## config.mk

```make
export PLATFORM = sky130hd
export DESIGN_NAME = hazard_ctrl
export DESIGN_NICKNAME = d
export VERILOG_FILES = /design/src/rtl/hazard_pkg.sv /design/src/rtl/hazard_fwd_sel.sv /design/src/rtl/hazard_ctrl.sv
export SDC_FILE = /design/constraint.sdc
export NUM_CORES = 1
export LEC_CHECK = 0
export BUFFER_PORTS_ARGS = -buffer_cell sky130_fd_sc_hd__buf_4
export CAP_MARGIN = 20
export CORE_ASPECT_RATIO = 0.5
export CORE_MARGIN = 10
export CORE_UTILIZATION = 46
export DETAILED_ROUTE_END_ITERATION = 16
export PLACE_DENSITY = 0.91
export SYNTH_ARGS = -nofsm -noshare
export SYNTH_HDL_FRONTEND = slang
export SYNTH_SLANG_ARGS = --single-unit
```

## constraint.sdc

```tcl
create_clock -name clk -period 2.82 [get_ports clk]
set_clock_uncertainty 0.2 [all_clocks]
set_input_delay 0.564 -clock clk [delete_from_list [all_inputs] [get_ports clk]]
set_output_delay 0.564 -clock clk [all_outputs]
set_load 0.01 [all_outputs]
```

## src/rtl/hazard_pkg.sv

```systemverilog
// Shared types and constants for the pipeline hazard / forwarding controller.
package hazard_pkg;

  typedef enum logic [1:0] {
    INIT     = 2'd0,
    RUN      = 2'd1,
    MEM_WAIT = 2'd2,
    TIMEOUT  = 2'd3
  } hz_state_t;

  localparam logic [1:0] FWD_RF  = 2'b00;
  localparam logic [1:0] FWD_WB  = 2'b01;
  localparam logic [1:0] FWD_MEM = 2'b10;

endpackage

```

## src/rtl/hazard_fwd_sel.sv

```systemverilog
// Operand forward select for one E-stage source: M beats W, x0 never forwards.
// Purely combinational, zero latency; no flow control.
module hazard_fwd_sel
  import hazard_pkg::*;
#(
  parameter int WIDTH = 5
) (
  input  logic [WIDTH-1:0] rs,
  input  logic [WIDTH-1:0] rd_m,
  input  logic             reg_write_m,
  input  logic [WIDTH-1:0] rd_w,
  input  logic             reg_write_w,
  output logic [1:0]       sel
);

  always_comb begin
    sel = FWD_RF;
    if (reg_write_m && (rd_m != '0) && (rd_m == rs))
      sel = FWD_MEM;
    else if (reg_write_w && (rd_w != '0) && (rd_w == rs))
      sel = FWD_WB;
  end

endmodule

```

## src/rtl/hazard_ctrl.sv

```systemverilog
// Hazard/forwarding controller: post-reset scrub, load-use bubble, redirect flush, mem-wait freeze + watchdog.
// Stall/flush/forward are combinational from state and inputs; mem_timeout is registered and sticky.
// Optional HAZARD_PERF_EN adds stall/flush/freeze performance counters (tied to 0 otherwise).
module hazard_ctrl
  import hazard_pkg::*;
#(
  parameter int WIDTH              = 5,
  parameter int RESET_FLUSH_CYCLES = 2,
  parameter int TIMEOUT_CYCLES     = 255
) (
  input  logic             clk,
  input  logic             rst,
  input  logic [WIDTH-1:0] Rs1D,
  input  logic [WIDTH-1:0] Rs2D,
  input  logic [WIDTH-1:0] Rs1E,
  input  logic [WIDTH-1:0] Rs2E,
  input  logic [WIDTH-1:0] RdE,
  input  logic             MemReadE,
  input  logic             PCSrcE,
  input  logic [WIDTH-1:0] RdM,
  input  logic             RegWriteM,
  input  logic [WIDTH-1:0] RdW,
  input  logic             RegWriteW,
  input  logic             mem_busy,
  output logic             StallF,
  output logic             StallD,
  output logic             StallE,
  output logic             StallM,
  output logic             FlushD,
  output logic             FlushE,
  output logic [1:0]       ForwardAE,
  output logic [1:0]       ForwardBE,
  output logic             mem_timeout,
  output logic [31:0]      perf_stall_cnt,
  output logic [31:0]      perf_flush_cnt,
  output logic [31:0]      perf_freeze_cnt
);

  localparam int WD_W = (TIMEOUT_CYCLES < 1) ? 1 : $clog2(TIMEOUT_CYCLES + 1);

  hz_state_t       state;
  logic [3:0]      init_cnt;
  logic [WD_W-1:0] wd_cnt;
  logic [WD_W-1:0] wd_inc;
  logic            wd_hit;
  logic            lw_stall;
  logic            freeze;
  logic            run_rules;

  hazard_fwd_sel #(.WIDTH(WIDTH)) u_fwd_a (
    .rs(Rs1E), .rd_m(RdM), .reg_write_m(RegWriteM),
    .rd_w(RdW), .reg_write_w(RegWriteW), .sel(ForwardAE)
  );

  hazard_fwd_sel #(.WIDTH(WIDTH)) u_fwd_b (
    .rs(Rs2E), .rd_m(RdM), .reg_write_m(RegWriteM),
    .rd_w(RdW), .reg_write_w(RegWriteW), .sel(ForwardBE)
  );

  assign lw_stall  = MemReadE && (RdE != '0) && ((RdE == Rs1D) || (RdE == Rs2D));
  assign freeze    = (((state == RUN) || (state == MEM_WAIT)) && mem_busy) || (state == TIMEOUT);
  assign run_rules = ((state == RUN) || (state == MEM_WAIT)) && !mem_busy;

  // The busy cycle seen in RUN is the first one counted by the watchdog.
  always_comb begin
    if (state == RUN)
      wd_inc = WD_W'(1);
    else if (wd_cnt == '1)
      wd_inc = wd_cnt;
    else
      wd_inc = wd_cnt + WD_W'(1);
  end

  assign wd_hit = (TIMEOUT_CYCLES != 0) && (wd_inc == WD_W'(TIMEOUT_CYCLES));

  always_comb begin
    StallF = 1'b0;
    StallD = 1'b0;
    StallE = 1'b0;
    StallM = 1'b0;
    FlushD = 1'b0;
    FlushE = 1'b0;
    if (state == INIT) begin
      StallF = 1'b1;
      FlushD = 1'b1;
      FlushE = 1'b1;
    end else if (freeze) begin
      StallF = 1'b1;
      StallD = 1'b1;
      StallE = 1'b1;
      StallM = 1'b1;
    end else if (run_rules && PCSrcE) begin
      FlushD = 1'b1;
      FlushE = 1'b1;
    end else if (run_rules && lw_stall) begin
      StallF = 1'b1;
      StallD = 1'b1;
      FlushE = 1'b1;
    end
  end

  always_ff @(posedge clk or posedge rst) begin
    if (rst) begin
      state       <= INIT;
      init_cnt    <= 4'(RESET_FLUSH_CYCLES);
      wd_cnt      <= '0;
      mem_timeout <= 1'b0;
    end else begin
      case (state)
        INIT: begin
          if (init_cnt <= 4'd1)
            state <= RUN;
          if (init_cnt != 4'd0)
            init_cnt <= init_cnt - 4'd1;
        end
        RUN, MEM_WAIT: begin
          if (mem_busy) begin
            wd_cnt <= wd_inc;
            if (wd_hit) begin
              state       <= TIMEOUT;
              mem_timeout <= 1'b1;
            end else begin
              state <= MEM_WAIT;
            end
          end else begin
            wd_cnt <= '0;
            state  <= RUN;
          end
        end
        TIMEOUT: state <= TIMEOUT;
      endcase
    end
  end

`ifdef HAZARD_PERF_EN
  always_ff @(posedge clk or posedge rst) begin
    if (rst) begin
      perf_stall_cnt  <= '0;
      perf_flush_cnt  <= '0;
      perf_freeze_cnt <= '0;
    end else begin
      if (run_rules && !PCSrcE && lw_stall)
        perf_stall_cnt <= perf_stall_cnt + 32'd1;
      if (run_rules && PCSrcE)
        perf_flush_cnt <= perf_flush_cnt + 32'd1;
      if (freeze)
        perf_freeze_cnt <= perf_freeze_cnt + 32'd1;
    end
  end
`else
  assign perf_stall_cnt  = 32'd0;
  assign perf_flush_cnt  = 32'd0;
  assign perf_freeze_cnt = 32'd0;
`endif

endmodule

```

After elaboration in Yosys (flattened, before gate mapping)
Cells that the tools add are included.
W data, S select, Z words.

word-level totals
  register bits after elaboration = 15
  input bits = 42
  output and inout bits = 107
  word-level logic and storage cells = 67

operators by class
  $add $sub $neg = 2
  $lt $le $gt $ge = 1
  equality and inequality tests = 12
  mux-type cells = 24
  reduce and logical (&&, ||, !) cells = 24

operator list
  operator               count
  $eq A5 B5 Y1           6
  $mux W8                3
  $eq A8 B8 Y1 const B   2
  $mux W1                16
  $reduce_bool A5 Y1     3
  $logic_and A1 B1 Y1    12
  $add A8 B1 Y8 const B  1
  $mux W2                4
  $pmux W2 S3            1
  $eq A2 B2 Y1 const B   2
  $le A4 B1 Y1 const B   1
  $reduce_bool A4 Y1     1
  $sub A4 B1 Y4 const B  1
  $logic_or A1 B1 Y1     3
  $reduce_and A3 Y1      1
  $eq A2 B1 Y1 const B   1
  $logic_not A2 Y1       1
  $ne A2 B1 Y1 const B   1
  $reduce_and A2 Y1      1
  $reduce_or A2 Y1       1
  $logic_not A1 Y1       1

Depth between registers and ports, before layout
  depth in word-level cells = 8
  gate-level depth with buffers = 8
  gate-level depth less buffers = 6

Modules after synthesis
A second synthesis with hierarchy kept.

unflattened totals
  cells, all modules = 276
  area, all modules = 2197.1 sq um

modules (own cells, without submodules)
  module          instances  cells each  area each (sq um)  sequential area each (sq um)
  hazard_ctrl     1          236         1894.3             376.6
  hazard_fwd_sel  2          20          151.4              0.0

Least setup slack after synthesis
OpenSTA, ideal clock, no wires.

  kind = input to output
  start point = in RdM[4]
  end point = out ForwardAE[0]
  data arrival time = 1708 ps
  data required time = 2056 ps
  path slack = 348 ps
  stages on the path = 4
  path buffers = 0
  cell sequence = or4_1 > o21ai_2 > nor4_1 > nor4_2

between the ends
  cells in the longest elaborated chain, start to end = 4
  elaborated cells on any way between the ends = 5
  classes of those cells = eq/ne (1); mux (1); reduce/logical (3)

ends and longest elaborated chain
  what                   line                  source
  start, declared        hazard_ctrl.sv:20     input logic [WIDTH-1:0] RdM,
  $reduce_bool A5 Y1     hazard_fwd_sel.sv:18  if (reg_write_m && (rd_m != '0) && (rd_m == rs))
  $logic_and A1 B1 Y1    hazard_fwd_sel.sv:18
  $logic_and A1 B1 Y1 *  hazard_fwd_sel.sv:18
  $mux W2 *              hazard_fwd_sel.sv:18
  end, declared          hazard_ctrl.sv:31     output logic [1:0] ForwardAE,

Mark *: on every way between the ends. The rest lies on a longest branch, timed or not.

Worst setup path in the final report
  start point = in RdM[4]
  end point = out ForwardBE[0]

between the ends
  cells in the longest elaborated chain, start to end = 4
  elaborated cells on any way between the ends = 5
  classes of those cells = eq/ne (1); mux (1); reduce/logical (3)

ends and longest elaborated chain
  what                   line                  source
  $reduce_bool A5 Y1     hazard_fwd_sel.sv:18
  $logic_and A1 B1 Y1    hazard_fwd_sel.sv:18
  $logic_and A1 B1 Y1 *  hazard_fwd_sel.sv:18
  $mux W2 *              hazard_fwd_sel.sv:18
  end, declared          hazard_ctrl.sv:32     output logic [1:0] ForwardBE,

Marks and branches as above.

==> run_results.csv <==
group,metric,value,unit
layout,most-common-layout-cells,"conb_1 (96), buf_4 (53), xor2_1 (24)",
layout,finalInstanceArea,2290,sq um
timing,worst_pin_slew,595,ps
drt,antenna_left,0,
placement,placedCellCount,378,
synthesis,ys_seq_area_frac,0.173,
drt,first_iter_violations,27,
worst_setup_path,cp-end-kind,"output pin",
global_routing,grt_pass1_vias,1653,
outcome,status,"complete, no violations",
power,clock_power_share,0.149,
synthesis,async_reset_ff_frac,1.00,
power,power_density,526,nW/um^2
die,coreArea,4490,sq um
cts,clk_latency,250,ps
cts,cts.sinks,15,
cts,cts_buffers,3,
synthesis,synth_top_area_cell,"buf_4",
global_routing,grt_first_pass_wirelength,7.01,mm
synthesis,syn-instance-count,267,
timing,setup_tns,0,ps
synthesis,yosys_warnings,0,
cts,cts-hold-fix-buffers,0,
worst_setup_path,start_kind,"input pin",
layout,drive_gt1_frac,0.222,
timing,relSlewSlack,0.603,
power,power.internal,0.647,mW
synthesis,synth_area_per_cell,8.14,sq um
worst_setup_path,worst-setup-path-type,"in -> out",
cts,cts-htree-levels,1,
power,switching_share,0.463,
timing,finalSetupViolCount,0,
worst_setup_path,reg2reg_from,"wd_cnt[0]",
worst_setup_path,worstPathRequired,2060,ps
cts,cts_tree,"yes",
drt,firstDrtPassIters,4,
cts,post-cts-setup-buffer-count,0,
power,p_comb_frac,0.602,
die,rows,17,
cts,cts_resized,0,
layout,seqCellArea,377,sq um
drt,drc_errors,0,
placement,dpl_cell_area,2240,sq um
cts,path_clk_slew,60,ps
power,pwr-share-seq,0.250,
layout,multi_input_area,1340,sq um
die,dieArea,8040,sq um
synthesis,synthTopCellsByArea,"buf_4 (34%), dfrtp_1 (16%), xor2_1 (9.7%)",
synthesis,ys_ff_latch,15,
timing,fmax,373,MHz
worst_setup_path,crit_fanout,3,
layout,nFillCells,418,
global_routing,antenna_found_initial,0,
synthesis,synthesis.area,2170,sq um
global_routing,grt-ovfl-total,0,
timing,fin_crit,2680,ps
worst_setup_path,reg2regPathDepth,5,
power,leakage,1.15,nW
cts,cts_buffer_depth,2,
timing,finalHoldViolations,0,
timing,rsz0062_at_grt,"false",
die,dieHeight,68.6,microns
die,io_pins,149,
worst_setup_path,r2r_end,"state[0]",
drt,wire_per_inst,13.2,microns
layout,syn2layout_area_growth,5.41,%
global_routing,grt_max_degree,19,
placement,portBuffers,52,
layout,final_common_cell,"conb_1",
power,p_sw,0.557,mW
synthesis,synth-main-ff-cell,"dfrtp_1",
layout,final_nets,365,
layout,stdcell_count,382,
synthesis,yosys.cell_types.count,51,
power,ir_drop,0.211,mV
worst_hold_path,hold_class,"in -> async",
flow_run,cap_viol_max_count,0,
worst_setup_path,cp.arrival,1910,ps
die,initial_core_util,0.484,
timing,finalMaxSlewViolations,0,
layout,diodes,0,
synthesis,netlist.area_leader.share,0.342,
synthesis,synth_edf_count,0,
cts,cts-root-buf,"clkbuf_8",
timing,fin_crit_sh,0.950,
power,finalPower,1.20,mW
placement,hpwlAfterDp,4.51,mm
drt,wl,5.06,mm
die,dieWidth,117,microns
placement,place.gp.congestion,0.873,
worst_setup_path,rrSetupSlack,730,ps
global_routing,grtUsageTotal,0.107,
drt,vias,1634,
drt,vias_per_cell,4.28,
==> power by group through the flow <==
stage / Sequential, mW / Combinational (mW) / Clock [mW]
3_3_place_gp: 0.303 / 0.704 / 0
4_1_cts: 0.300 / 0.719 / 0.182
2_1_floorplan: 0.281 / 0.627 / 0
5_1_grt: 0.310 / 0.805 / 0.196
6_report: 0.301 / 0.725 / 0.179
3_5_place_dp: 0.303 / 0.717 / 0
==> sequential cells by signal, summed over array words and instances, names as in the netlist <==
signal / cells
wd_cnt: 8
init_cnt: 4
state: 2
mem_timeout: 1
==> stage by stage <==
step           utilization  hold slack (ps)  setup slack, ps
6_report             0.510              177              142
5_1_grt              0.510              229             68.8
4_1_cts              0.510              195              129
3_5_place_dp         0.500              274              135
3_3_place_gp         0.500              268              143
2_1_floorplan            -              265              348
==> cells by family after synthesis <==
group,after synthesis,share of synthesized area
buf+inv,116,0.375
simple gates,54,0.144
fa+ha+maj,6,0.0345
mux,2,0.00979
other cells,1,0.00173
xor+xnor,31,0.125
flops,15,0.173
compound gates,42,0.137
==> synthesized netlist by cell type (2+ instances only) <==
master / number
o21ai_0: 7
o31ai_1: 4
nor4_2: 2
a41oi_1: 2
ha_1: 6
nand2_1: 13
a21boi_0: 2
nor3_1: 3
xnor2_1: 7
nand3_1: 5
clkbuf_1: 2
and3_1: 2
nor2_1: 8
nor4_1: 4
dfrtp_1: 14
nand4_1: 2
o21bai_1: 2
buf_4: 99
a21oi_1: 11
or4_1: 6
inv_1: 13
xor2_1: 24
==> routing by layer <==
metal  GRT usage  part of all wire  vias up  routed length [microns]
li1            -                 -      806                        -
met1      0.0903              0.31      735                     1570
met2       0.216              0.54       84                     2710
met3      0.0525              0.13        9                      682
met4      0.0459             0.019        0                       95
met5           0                 0        -                        0
==> critical path, stage by stage <==
cell	delay [ps]
buf_4	130
or4_1	530
o21ai_2	150
nor4_1	90
nor4_2	290
buf_4	170
==> worst max-delay path by stage <==
stage	start	depth (start not counted)	endpoint	slack (ps)
4_1_cts	RdM[4]	6	ForwardBE[0]	130
3_3_place_gp	RdM[4]	6	ForwardBE[0]	140
6_report	RdM[4]	6	ForwardBE[0]	140
2_1_floorplan	RdM[4]	4	ForwardAE[0]	350
5_1_grt	RdM[4]	6	ForwardBE[0]	70
3_5_place_dp	RdM[4]	6	ForwardBE[0]	130
==> area by class of cell <==
cell class	instances	area share
Sequential cell	15	0.164
Multi-Input combinational cell	231	0.584
Inverter	13	0.0213
Clock buffer	3	0.0180
Clock inverter	1	0.00218
Tap cell	66	0.0360
Timing Repair Buffer	53	0.174
No activity file was read; power rests on OpenSTA's default activity.
